--- config.mk ---
export PLATFORM = sky130hd
export DESIGN_NAME = seg_scan_ctrl_flat
export DESIGN_NICKNAME = d
export VERILOG_FILES = /design/src/rtl/seg_scan_ctrl_if.sv /design/src/rtl/seg_scan_ctrl.sv /design/src/flat_wrapper.sv
export SDC_FILE = /design/constraint.sdc
export NUM_CORES = 1
export LEC_CHECK = 0
export CAP_MARGIN = 20
export CELL_PAD_IN_SITES_DETAIL_PLACEMENT = 1
export CELL_PAD_IN_SITES_GLOBAL_PLACEMENT = 2
export CORE_MARGIN = 4
export CORE_UTILIZATION = 33
export CTS_CLUSTER_DIAMETER = 80
export DETAILED_ROUTE_END_ITERATION = 8
export PLACE_DENSITY = 0.72
export SLEW_MARGIN = 15
export SYNTH_ARGS = -nofsm -noshare
export SYNTH_HDL_FRONTEND = slang
export SYNTH_SLANG_ARGS = --single-unit
--- constraint.sdc ---
create_clock -name Clk -period 3.2 [get_ports Clk]
set_input_delay 0.96 -clock Clk [delete_from_list [all_inputs] [get_ports Clk]]
set_output_delay 0.96 -clock Clk [all_outputs]
set_load 0.05 [all_outputs]
--- src/rtl/seg_scan_ctrl_if.sv ---
// Producer/display-side bundle for seg_scan_ctrl: value handshake, live display controls and scan pins.
interface seg_scan_ctrl_if #(
  parameter int NUM_DIGITS = 4
);
  logic [4*NUM_DIGITS-1:0] Value;
  logic                    Load;
  logic                    Ready;
  logic [NUM_DIGITS-1:0]   DpMask;
  logic                    LzBlank;
  logic [7:0]              Segments;
  logic [NUM_DIGITS-1:0]   DigitEn;
  logic                    FrameDone;

  modport master (
    output Value, Load, DpMask, LzBlank,
    input  Ready, Segments, DigitEn, FrameDone
  );

  modport slave (
    input  Value, Load, DpMask, LzBlank,
    output Ready, Segments, DigitEn, FrameDone
  );
endinterface

--- src/rtl/seg_scan_ctrl.sv ---
// Seven-segment scan controller: BLANK/SHOW per digit, all outputs registered (one cycle after state decision).
// Load is accepted only while Ready=1; a pending value is swapped into the display at the frame-end edge.
module seg_scan_ctrl #(
  parameter int NUM_DIGITS = 4,
  parameter int DWELL      = 1000,
  parameter int BLANK      = 8
) (
  input logic          Clk,
  input logic          Rst_n,
  seg_scan_ctrl_if.slave bus
);
  localparam int MAXC = (DWELL > BLANK) ? DWELL : BLANK;
  localparam int CW   = (MAXC > 1) ? $clog2(MAXC) : 1;
  localparam int IW   = (NUM_DIGITS > 1) ? $clog2(NUM_DIGITS) : 1;
  localparam int VW   = 4 * NUM_DIGITS;

  localparam logic [CW-1:0] BLANK_LAST = CW'(BLANK - 1);
  localparam logic [CW-1:0] DWELL_LAST = CW'(DWELL - 1);
  localparam logic [IW-1:0] IDX_LAST   = IW'(NUM_DIGITS - 1);

  typedef enum logic {ST_BLANK, ST_SHOW} state_t;

  state_t          state, nstate;
  logic [CW-1:0]   cnt, ncnt;
  logic [IW-1:0]   idx, nidx;
  logic [VW-1:0]   displayed;
  logic [VW-1:0]   pending;
  logic [NUM_DIGITS-1:0] upper_zero;
  logic [3:0]      nib;
  logic [7:0]      nseg;
  logic [NUM_DIGITS-1:0] nen;
  logic            nfd;

  function automatic logic [6:0] hex7(input logic [3:0] n);
    case (n)
      4'h0: hex7 = 7'h3F; 4'h1: hex7 = 7'h06; 4'h2: hex7 = 7'h5B; 4'h3: hex7 = 7'h4F;
      4'h4: hex7 = 7'h66; 4'h5: hex7 = 7'h6D; 4'h6: hex7 = 7'h7D; 4'h7: hex7 = 7'h07;
      4'h8: hex7 = 7'h7F; 4'h9: hex7 = 7'h6F; 4'hA: hex7 = 7'h77; 4'hB: hex7 = 7'h7C;
      4'hC: hex7 = 7'h39; 4'hD: hex7 = 7'h5E; 4'hE: hex7 = 7'h79; default: hex7 = 7'h71;
    endcase
  endfunction

  // upper_zero[i]: nibbles i..NUM_DIGITS-1 of the displayed value are all zero
  always_comb begin
    upper_zero = '1;
    for (int i = 0; i < NUM_DIGITS; i++) begin
      for (int j = 0; j < NUM_DIGITS; j++) begin
        if (j >= i && displayed[4*j +: 4] != 4'h0) upper_zero[i] = 1'b0;
      end
    end
  end

  always_comb begin
    nstate = state;
    ncnt   = cnt + CW'(1);
    nidx   = idx;
    if (state == ST_BLANK) begin
      if (cnt == BLANK_LAST) begin
        nstate = ST_SHOW;
        ncnt   = '0;
      end
    end else if (cnt == DWELL_LAST) begin
      nstate = ST_BLANK;
      ncnt   = '0;
      nidx   = (idx == IDX_LAST) ? '0 : idx + IW'(1);
    end
  end

  // Outputs are precomputed from the next state so they are valid in the same cycle as that state
  always_comb begin
    nib  = displayed[{nidx, 2'b00} +: 4];
    nseg = 8'h00;
    nen  = '0;
    if (nstate == ST_SHOW) begin
      nen       = NUM_DIGITS'(1) << nidx;
      nseg[7]   = bus.DpMask[nidx];
      nseg[6:0] = (bus.LzBlank && nidx != '0 && upper_zero[nidx]) ? 7'h00 : hex7(nib);
    end
    nfd = (nstate == ST_SHOW) && (nidx == IDX_LAST) && (ncnt == DWELL_LAST);
  end

  always_ff @(posedge Clk or negedge Rst_n) begin
    if (!Rst_n) begin
      state         <= ST_BLANK;
      cnt           <= '0;
      idx           <= '0;
      displayed     <= '0;
      pending       <= '0;
      bus.Ready     <= 1'b1;
      bus.Segments  <= 8'h00;
      bus.DigitEn   <= '0;
      bus.FrameDone <= 1'b0;
    end else begin
      state         <= nstate;
      cnt           <= ncnt;
      idx           <= nidx;
      bus.Segments  <= nseg;
      bus.DigitEn   <= nen;
      bus.FrameDone <= nfd;
      // Ready and a frame-end swap are mutually exclusive, so a boundary load lands in pending only
      if (bus.FrameDone && !bus.Ready) begin
        displayed <= pending;
        bus.Ready <= 1'b1;
      end
      if (bus.Load && bus.Ready) begin
        pending   <= bus.Value;
        bus.Ready <= 1'b0;
      end
    end
  end
endmodule

--- src/flat_wrapper.sv ---
// flat-port wrapper written by rule: the top's interface ports become plain ports
module seg_scan_ctrl_flat 
#(
  parameter int NUM_DIGITS = 4,
  parameter int DWELL      = 1000,
  parameter int BLANK      = 8
)
  (Clk, Rst_n, bus_Value, bus_Load, bus_DpMask, bus_LzBlank, bus_Ready, bus_Segments, bus_DigitEn, bus_FrameDone);
  seg_scan_ctrl_if #(.NUM_DIGITS(NUM_DIGITS)) bus_i ();
  input logic Clk;
  input logic Rst_n;
  input wire logic [$bits(bus_i.Value)-1:0] bus_Value;
  input wire logic [$bits(bus_i.Load)-1:0] bus_Load;
  input wire logic [$bits(bus_i.DpMask)-1:0] bus_DpMask;
  input wire logic [$bits(bus_i.LzBlank)-1:0] bus_LzBlank;
  output wire logic [$bits(bus_i.Ready)-1:0] bus_Ready;
  output wire logic [$bits(bus_i.Segments)-1:0] bus_Segments;
  output wire logic [$bits(bus_i.DigitEn)-1:0] bus_DigitEn;
  output wire logic [$bits(bus_i.FrameDone)-1:0] bus_FrameDone;
  assign bus_i.Value = bus_Value;
  assign bus_i.Load = bus_Load;
  assign bus_i.DpMask = bus_DpMask;
  assign bus_i.LzBlank = bus_LzBlank;
  assign bus_Ready = bus_i.Ready;
  assign bus_Segments = bus_i.Segments;
  assign bus_DigitEn = bus_i.DigitEn;
  assign bus_FrameDone = bus_i.FrameDone;
  seg_scan_ctrl #(.NUM_DIGITS(NUM_DIGITS), .DWELL(DWELL), .BLANK(BLANK)) u_core (.Clk(Clk), .Rst_n(Rst_n), .bus(bus_i));
endmodule
==> results of run 1 <==
==> layer usage <==
layer,global-route usage [%],up-vias,part of all wire [%]
li1,-,1081,-
met1,18.39,1129,48
met2,21.63,34,47
met3,2.793,10,3.0
met4,5.128,0,1.3
met5,0,-,0
==> cell type report <==
| type | instances | area (µm²) |
|---|---|---|
| sequential | 59 | 1478 |
| fill | 983 | 4994 |
| inverter | 9 | 47.55 |
| timing repair buffer | 55 | 516.7 |
| tap | 108 | 135.1 |
| multi-input combinational | 189 | 1484 |
| clock buffer | 10 | 127.6 |
| clock inverter | 6 | 66.31 |
==> what timing repair did <==
| item | in CTS | in global routing |
|---|---|---|
| gates resized for setup | 1 | 4 |
| endpoints found under the setup margin | 3 | 3 |
| endpoints found under the hold margin | 0 | 0 |
| hold buffers | 0 | 0 |
| setup buffers | 0 | 1 |
==> synth_stat cells, types with 2 or more instances <==
master,instances
sky130_fd_sc_hd__nor2_1,17
sky130_fd_sc_hd__nand2_1,20
sky130_fd_sc_hd__o21ai_0,6
sky130_fd_sc_hd__or2_2,2
sky130_fd_sc_hd__dfrtp_1,58
sky130_fd_sc_hd__xnor2_1,2
sky130_fd_sc_hd__a311oi_1,2
sky130_fd_sc_hd__a211oi_1,4
sky130_fd_sc_hd__nor4_1,4
sky130_fd_sc_hd__mux2i_1,10
sky130_fd_sc_hd__xor2_1,5
sky130_fd_sc_hd__a22oi_1,2
sky130_fd_sc_hd__nor3_1,9
sky130_fd_sc_hd__inv_1,8
sky130_fd_sc_hd__a21oi_1,4
sky130_fd_sc_hd__mux2_2,36
sky130_fd_sc_hd__o2111a_1,2
sky130_fd_sc_hd__ha_1,7
sky130_fd_sc_hd__nor2b_1,11
sky130_fd_sc_hd__clkbuf_1,6
sky130_fd_sc_hd__nand3_1,18
==> worst max-delay path, cell delays in order (launching register included) <==
cell and delay, ns:
sky130_fd_sc_hd__dfrtp_1 0.41, sky130_fd_sc_hd__ha_1 0.23, sky130_fd_sc_hd__nand4bb_4 0.12, sky130_fd_sc_hd__buf_4 0.16, sky130_fd_sc_hd__nor3_4 0.26, sky130_fd_sc_hd__buf_6 0.19
sky130_fd_sc_hd__mux2_2 0.36, sky130_fd_sc_hd__nand3_1 0.11, sky130_fd_sc_hd__nand2_2 0.11, sky130_fd_sc_hd__ha_1 0.33, sky130_fd_sc_hd__mux2_4 0.27, sky130_fd_sc_hd__a211oi_2 0.21
==> power by group through the flow <==
stage / clock network [µW] / logic, µW / registers [µW]
3_3_place_gp: 0 / 51.1 / 760
6_report: 670 / 49.3 / 746
5_1_grt: 727 / 55.0 / 746
2_1_floorplan: 0 / 1.79 / 763
3_5_place_dp: 0 / 51.3 / 760
4_1_cts: 698 / 51.4 / 746
==> cells by family (layout without fill, tap and decap cells) <==
family,after synthesis,in the layout
AND/OR/NAND/NOR,93,93
XOR/XNOR,7,7
multiplexers,49,49
flip-flops,59,59
buffers and inverters,19,80
adder cells (fa/ha/maj),7,7
AO/OA/AOI/OAI,33,33
==> metrics by stage <==
step	setup WS, ns	std cells	setup TNS, ns	hold WS, ns
finish	0.3331	436	0	0.5004
global route	0.03498	436	0	0.5218
CTS	0.07328	435	0	0.5056
detailed placement	-0.05181	419	-0.09675	0.4886
global placement	0.1301	419	0	0.4857
floorplan	0.2057	267	0	0.4697
==> sequential cells by signal, indices dropped and copies added, names as in the netlist <==
register	cells
u_core.bus.Ready	1
u_core.displayed	16
u_core.state	1
u_core.bus.DigitEn	4
u_core.idx	2
u_core.bus.FrameDone	1
u_core.cnt	10
u_core.pending	16
u_core.bus.Segments	8
==> how the worst max path moves through the flow <==
stage                        startpoint                      to  slack [ns]
after CTS                 u_core.cnt[0]  u_core.bus.Segments[3]        0.07
after global routing      u_core.cnt[0]  u_core.bus.Segments[5]        0.03
final                     u_core.cnt[0]  u_core.bus.Segments[1]        0.33
after detailed placement  u_core.cnt[0]  u_core.bus.Segments[1]       -0.05
after floorplan           u_core.cnt[0]  u_core.bus.Segments[1]        0.21
after global placement    u_core.cnt[0]  u_core.bus.Segments[1]        0.13
==> results_tabular.tex, run 1 <==
\begin{tabular}{lr}
\hline
Metric & Value \\
\hline
\multicolumn{2}{l}{\textbf{Power}} \\
Part of the total power dissipated in the clock network & between 40\% and 50\% \\
Worst vdd rail ir drop & $\sim$190 µV \\
Switching part of the total power & 22.66\% \\
Sw power & 332.2 µW \\
Leakage power figure & $\sim$0.0017 µW \\
Internal power & roughly 1100 µW \\
Sequential group share of total power & 50.9\% \\
Gate power share & $\sim$3.4\% \\
Cell area power density & between 300 and 400 nW/µm² \\
Total Power & between 1000 and 1500 µW \\
\multicolumn{2}{l}{\textbf{Clock network}} \\
Number of buffers on the longest clock path & 2 \\
CTS sink cnt & between 50 and 60 \\
Clk pin slew, worst setup/hold paths & roughly 0.070 ns \\
Number of buffers inserted during clock tree synthesis & 9 \\
Clock insertion delay at the later pin of the skew report & between 0.3 and 0.4 ns \\
Clock tree from TritonCTS & yes \\
Maximum level of the CTS H-tree & 3 \\
Root buffer selected by CTS & sky130\_fd\_sc\_hd\_\_clkbuf\_8 \\
\multicolumn{2}{l}{\textbf{Timing}} \\
Worst Clk Skew & slightly above 0.009 ns \\
RSZ-0062 raised after global routing & no \\
Max Slew Vio Count & 0 \\
Final setup viols & 0 \\
Achievable clock frequency & roughly 350 MHz \\
Final period util & roughly 90\% \\
Final hold viol count & 0 \\
Min cycle time layout & 2.867 ns \\
Worst slew pin tran & between 0.7 and 0.8 ns \\
Headroom to the max-slew limit & a little over half \\
\multicolumn{2}{l}{\textbf{Logic synthesis}} \\
Share of the yosys chip area belonging to registers & a little under 50\% \\
Count of flip-flops with a built-in enable after synthesis & 0 \\
Combinational family with the most area after synthesis & multiplexers \\
Yosys warning count & 0 \\
Cell count after synthesis & 267 \\
Top-area cell type share of the netlist area & approximately 48\% \\
Distinct cell type count after synthesis & between 50 and 60 \\
Prevailing post-synth register cell & sky130\_fd\_sc\_hd\_\_dfrtp\_1 \\
Xor-xnor portion of the synthesized cell area & about 2.0\% \\
Post-synth top area cell & sky130\_fd\_sc\_hd\_\_dfrtp\_1 \\
Multiplexer share of the synthesized area & $\sim$18\% \\
Post-synthesis area per instance & 11.41 µm² \\
Post-synthesis cell area & around 3000 µm² \\
Most area-consuming cells after synthesis & sky130\_fd\_sc\_hd\_\_dfrtp\_1, sky130\_fd\_sc\_hd\_\_mux2\_2, sky130\_fd\_sc\_hd\_\_mux2i\_1 \\
Total of flip-flops plus latches after synthesis & between 50 and 60 \\
Nets in the synthesized netlist & a little under 300 \\
Asr flop ratio synth & 100.0\% \\
Basic-gate share of the synthesized area counting and, or, nand and nor cells & 16.39\% \\
Synth Area in Adders & 2.876\% \\
Synthesized-area fraction occupied by ao, oa, aoi and oai cells & 8.710\% \\
\multicolumn{2}{l}{\textbf{Die}} \\
Floorplan die area & around 11000 µm² \\
Initial cell density of the core & roughly a third \\
Row Count & 34 \\
Vertical die dimension & $\sim$100 µm \\
Top Ports & 38 \\
Standard cell core area & between 8000 and 9000 µm² \\
Width of the die & roughly 100 µm \\
\multicolumn{2}{l}{\textbf{Drt}} \\
Detailed-route DRC error count & 0 \\
Via count & between 2000 and 2500 \\
Routed Antenna Nets & 0 \\
Drt total wl & $\sim$7000 µm \\
Number of vias per cell after detailed routing & between 5 and 6 \\
Pre-Repair DR Iteration Count & 4 \\
DR iter-0 viols & 83 \\
Routed WL per cell & $\sim$16 µm \\
\multicolumn{2}{l}{\textbf{Global routing}} \\
Total track usage & 13.64\% \\
Number of global-route vias before repair & 2364 \\
Congestion Overflow GR & 0 \\
Maximum number of pins on one net before global-route repair & 32 \\
Antenna violations before repair & 0 \\
First-pass GRT wire length & approximately 12000 µm \\
\multicolumn{2}{l}{\textbf{Cells and area}} \\
Most frequent standard cell in the layout excluding fill and tap cells & sky130\_fd\_sc\_hd\_\_dfrtp\_1 \\
Area overhead of the layout relative to synthesis & 26.58\% \\
Antenna Diode Count & 0 \\
Fin util & a little over two fifths \\
Total non-filler cell area in the finished layout & between 3000 and 4000 µm² \\
Number of nets in the final layout & about 350 \\
Most frequent cells in the layout & sky130\_fd\_sc\_hd\_\_dfrtp\_1, sky130\_fd\_sc\_hd\_\_mux2\_2, sky130\_fd\_sc\_hd\_\_clkdlybuf4s50\_1 \\
Share of cells above drive strength 1 & around a quarter \\
\multicolumn{2}{l}{\textbf{Hold path}} \\
Class of the most critical hold timing path & register to register \\
Worst hold stages & 1 \\
Startpoint of the tightest hold check path & u\_core.pending[5] \\
Worst Hold Endpoint & u\_core.displayed[5] \\
\multicolumn{2}{l}{\textbf{Critical path}} \\
Minimum setup slack among reg-to-reg paths & about 0.33 ns \\
Data arrival at the endpoint of the critical path & 3.11 ns \\
CP max FO & 8 \\
Critical Path End Type & register \\
Worst reg-to-reg path cell count & 11 \\
Worst Path Class, Setup & register to register \\
Launching element type of the critical path & register \\
Capture point of the worst reg-to-reg path & u\_core.bus.Segments[1] \\
Start of the worst register-to-register path & u\_core.cnt[0] \\
Data required time at the worst endpoint & about 3.5 ns \\
\multicolumn{2}{l}{\textbf{Placement}} \\
Number of input and output port buffers inserted & 37 \\
HPWL reported at the end of detailed placement & 5225 µm \\
Final estimated routing congestion in global placement & around 0.80 \\
Total cell area at the placement stage & around 3600 µm² \\
\multicolumn{2}{l}{\textbf{Job}} \\
Max-Cap Viols & 0 \\
\multicolumn{2}{l}{\textbf{Outcome}} \\
Run status & finished clean \\
\hline
\end{tabular}
(Power assumes the default switching activity.)
==> run 2: changes to the inputs <==
RECOVER_POWER = 50   (was not set)
==> run 2 against run 1 <==
The flow now finishes with violations (max-capacitance violations, max-slew violations). Non-clock buffer count is the same. Count of clock-buffer cells in the layout stayed put. Final area down 0.62%. Register-to-register slack hardly changed. Maximum frequency about the same.
==> results_tabular.tex, run 2 (same netlist as run 1, synthesis figures left out) <==
\begin{tabular}{lr}
\hline
Metric & Value \\
\hline
\multicolumn{2}{l}{\textbf{Placement}} \\
Placement Setup Slack & -0.05181 ns (unchanged) \\
Placed instance count & 419 (unchanged) \\
Total cell area at the placement stage & 3636 µm² (unchanged) \\
HPWL reported at the end of detailed placement & 5225 µm (unchanged) \\
Final estimated routing congestion in global placement & 0.8048 (unchanged) \\
Number of input and output port buffers inserted & 37 (unchanged) \\
\multicolumn{2}{l}{\textbf{Cells and area}} \\
Area overhead of the layout relative to synthesis & 25.80\% \\
Total non-filler cell area in the finished layout & 3831 µm² (-0.62\%) \\
Number of nets in the final layout & 354 (unchanged) \\
Most frequent cells in the layout & sky130\_fd\_sc\_hd\_\_dfrtp\_1, sky130\_fd\_sc\_hd\_\_mux2\_2, sky130\_fd\_sc\_hd\_\_clkdlybuf4s50\_1 \\
Share of cells above drive strength 1 & 25.61\% (-0.91 points) \\
Largest registers & u\_core.displayed x16, u\_core.pending x16, u\_core.cnt x10 \\
Antenna Diode Count & 0 (unchanged) \\
Most frequent standard cell in the layout excluding fill and tap cells & sky130\_fd\_sc\_hd\_\_dfrtp\_1 \\
Final instance count without filler cells & 436 (unchanged) \\
\multicolumn{2}{l}{\textbf{Timing}} \\
Final sum of negative setup slack & 0 ns (unchanged) \\
Min cycle time layout & 2.865 ns (-0.001788 ns) \\
Final setup viols & 0 (unchanged) \\
Headroom to the max-slew limit & -7.006\% (-60 points) \\
Max Slew Vio Count & 32 (+32) \\
Worst Clk Skew & 0.009003 ns (-0.0001438 ns) \\
Final hold viol count & 0 (unchanged) \\
RSZ-0062 raised after global routing & no \\
Worst slew pin tran & 1.605 ns (+0.9028 ns) \\
Achievable clock frequency & 349.0 MHz (about the same) \\
Setup slack after layout & 0.3349 ns (+0.001788 ns) \\
Final period util & 89.53\% (about the same) \\
\multicolumn{2}{l}{\textbf{Power}} \\
Worst vdd rail ir drop & 190.4 µV (about the same) \\
Gate power share & 3.2\% (-0.2 points) \\
Internal power & 1132 µW (-0.20\%) \\
Part of the total power dissipated in the clock network & 45.8\% (about the same) \\
Leakage power figure & 0.001688 µW (-0.97\%) \\
Switching part of the total power & 22.71\% (+0.054 points) \\
Cell area power density & 382.2 nW/µm² (+0.49\%) \\
Sequential group share of total power & 51.0\% (about the same) \\
Sw power & 332.5 µW (+0.11\%) \\
\multicolumn{2}{l}{\textbf{Outcome}} \\
Failing checks & max-capacitance violations, max-slew violations \\
Run status & finished with violations \\
\multicolumn{2}{l}{\textbf{Clock network}} \\
Clk pin slew, worst setup/hold paths & 0.07 ns (about the same) \\
Number of buffers on the longest clock path & 2 (unchanged) \\
Root buffer selected by CTS & sky130\_fd\_sc\_hd\_\_clkbuf\_8 \\
Number of buffers inserted during clock tree synthesis & 9 (unchanged) \\
Number of hold buffers added after cts & 0 (unchanged) \\
Maximum level of the CTS H-tree & 3 (unchanged) \\
Clock insertion delay at the later pin of the skew report & 0.34 ns (about the same) \\
CTS sink cnt & 59 (unchanged) \\
Clock tree from TritonCTS & yes \\
\multicolumn{2}{l}{\textbf{Hold path}} \\
Worst hold stages & 1 (unchanged) \\
Class of the most critical hold timing path & register to register \\
\multicolumn{2}{l}{\textbf{Drt}} \\
Drt total wl & 7025 µm (+0.83\%) \\
Detailed-route DRC error count & 0 (unchanged) \\
Number of vias per cell after detailed routing & 5.147 (-0.44\%) \\
Routed WL per cell & 16.11 µm (+0.83\%) \\
Pre-Repair DR Iteration Count & 4 (unchanged) \\
DR iter-0 viols & 77 (-7.2\%) \\
Routed Antenna Nets & 0 (unchanged) \\
Via count & 2244 (-0.44\%) \\
\multicolumn{2}{l}{\textbf{Critical path}} \\
CP max FO & 8 (unchanged) \\
Delay of the slowest cell on the worst path & 0.41 ns (about the same) \\
Cell repeated most along the worst path & sky130\_fd\_sc\_hd\_\_ha\_1 \\
CP cell instances & ha\_1 > nand4bb\_4 > buf\_4 > nor3\_4 > buf\_6 > mux2\_2 > nand3\_1 > nand2\_2 > ha\_1 > mux2\_4 > a211oi\_2 \\
Worst reg-to-reg path cell count & 11 (unchanged) \\
Critical Path End Type & register \\
Data arrival at the endpoint of the critical path & 3.11 ns (about the same) \\
Minimum setup slack among reg-to-reg paths & 0.33 ns (about the same) \\
Launching element type of the critical path & register \\
Data required time at the worst endpoint & 3.45 ns (about the same) \\
Critical-path cell with the highest stage delay & sky130\_fd\_sc\_hd\_\_dfrtp\_1 \\
Worst Path Class, Setup & register to register \\
\multicolumn{2}{l}{\textbf{Die}} \\
Width of the die & 104.1 µm (unchanged) \\
Floorplan die area & 10830 µm² (unchanged) \\
Initial cell density of the core & 34.42\% (unchanged) \\
Vertical die dimension & 104.1 µm (unchanged) \\
Standard cell core area & 8848 µm² (unchanged) \\
Top Ports & 38 (unchanged) \\
Row Count & 34 (unchanged) \\
\multicolumn{2}{l}{\textbf{Global routing}} \\
Number of global-route vias before repair & 2364 (unchanged) \\
Total track usage & 13.64\% (unchanged) \\
First-pass GRT wire length & 11960 µm (unchanged) \\
Maximum number of pins on one net before global-route repair & 32 (unchanged) \\
Congestion Overflow GR & 0 (unchanged) \\
Antenna violations before repair & 0 (unchanged) \\
\multicolumn{2}{l}{\textbf{Job}} \\
Max-Cap Viols & 1 (+1) \\
\hline
\end{tabular}
## run 2: cell types whose count changed in the layout (fill, tap and decap cells not counted), sizes merged
| cell | before | now |
|---|---|---|
| buf | 19 | 15 |
| clkbuf | 10 | 14 |
## run 2: worst max-delay path: cells and delay by family, from the launching register on
family	cells	cell delay (ns)
mux	2	0.63
simple gates	4	0.60
fa+ha+maj	2	0.56
flops	1	0.41
buf+inv	2	0.35
compound gates	1	0.21
## run 2: routing by layer
metal	part of all wire [%]	wire (µm)	global-route usage [%]
met1	49	3449	18.39
met2	46	3243	21.63
met3	3.4	239	2.793
met4	1.3	93	5.128
met5	0	0	0
## run 2: cell type report
class,instances,area [µm²]
clock inverters,6,66.31
well taps,108,135.1
multi-input cells,189,1484
clock buffers,10,127.6
fillers,987,5017
inverters,9,47.55
repair buffers,55,493.0
flip-flops and latches,59,1478
## run 2: repair_timing
| action | 4_1_cts | 5_1_grt |
|---|---|---|
| hold endpoints to repair | 0 | 0 |
| endpoints found under the setup margin | 3 | 3 |
| gates cloned | 0 | 0 |
| setup buffers | 0 | 1 |
| gates resized for setup | 1 | 4 |
## run 2: power by group through the flow
stage / Combinational [µW] / Sequential (µW) / Clock, µW
floorplan: 1.79 / 763 / 0
global placement: 51.1 / 760 / 0
detailed placement: 51.3 / 760 / 0
CTS: 51.4 / 746 / 698
global route: 52.4 / 746 / 727
finish: 47.1 / 746 / 671
## run 2: worst paths after layout
kind / startpoint / endpoint
worst min register to register: u_core.pending[5] / u_core.displayed[5]
worst min-delay path: u_core.pending[5] / u_core.displayed[5]
worst max register to register: u_core.cnt[0] / u_core.bus.Segments[1]
min in group asynchronous: Rst_n / u_core.displayed[15]
worst max-delay path: u_core.cnt[0] / u_core.bus.Segments[1]
max in group asynchronous: Rst_n / u_core.bus.Segments[7]
## run 2: stage by stage
stage	util, %	hold slack, ns	power (µW)
global placement	41.09	0.4857	811.6
finish	43.30	0.5002	1464
CTS	43.28	0.5056	1495
floorplan	-	0.4697	764.9
detailed placement	41.09	0.4886	811.7
global route	43.30	0.5218	1525
==> run 3: changes to the inputs <==
SLEW_MARGIN = 40   (was 15)
==> results of run 3 <==
Same layout as run 2: the final DEF is identical, and so are final timing and power.
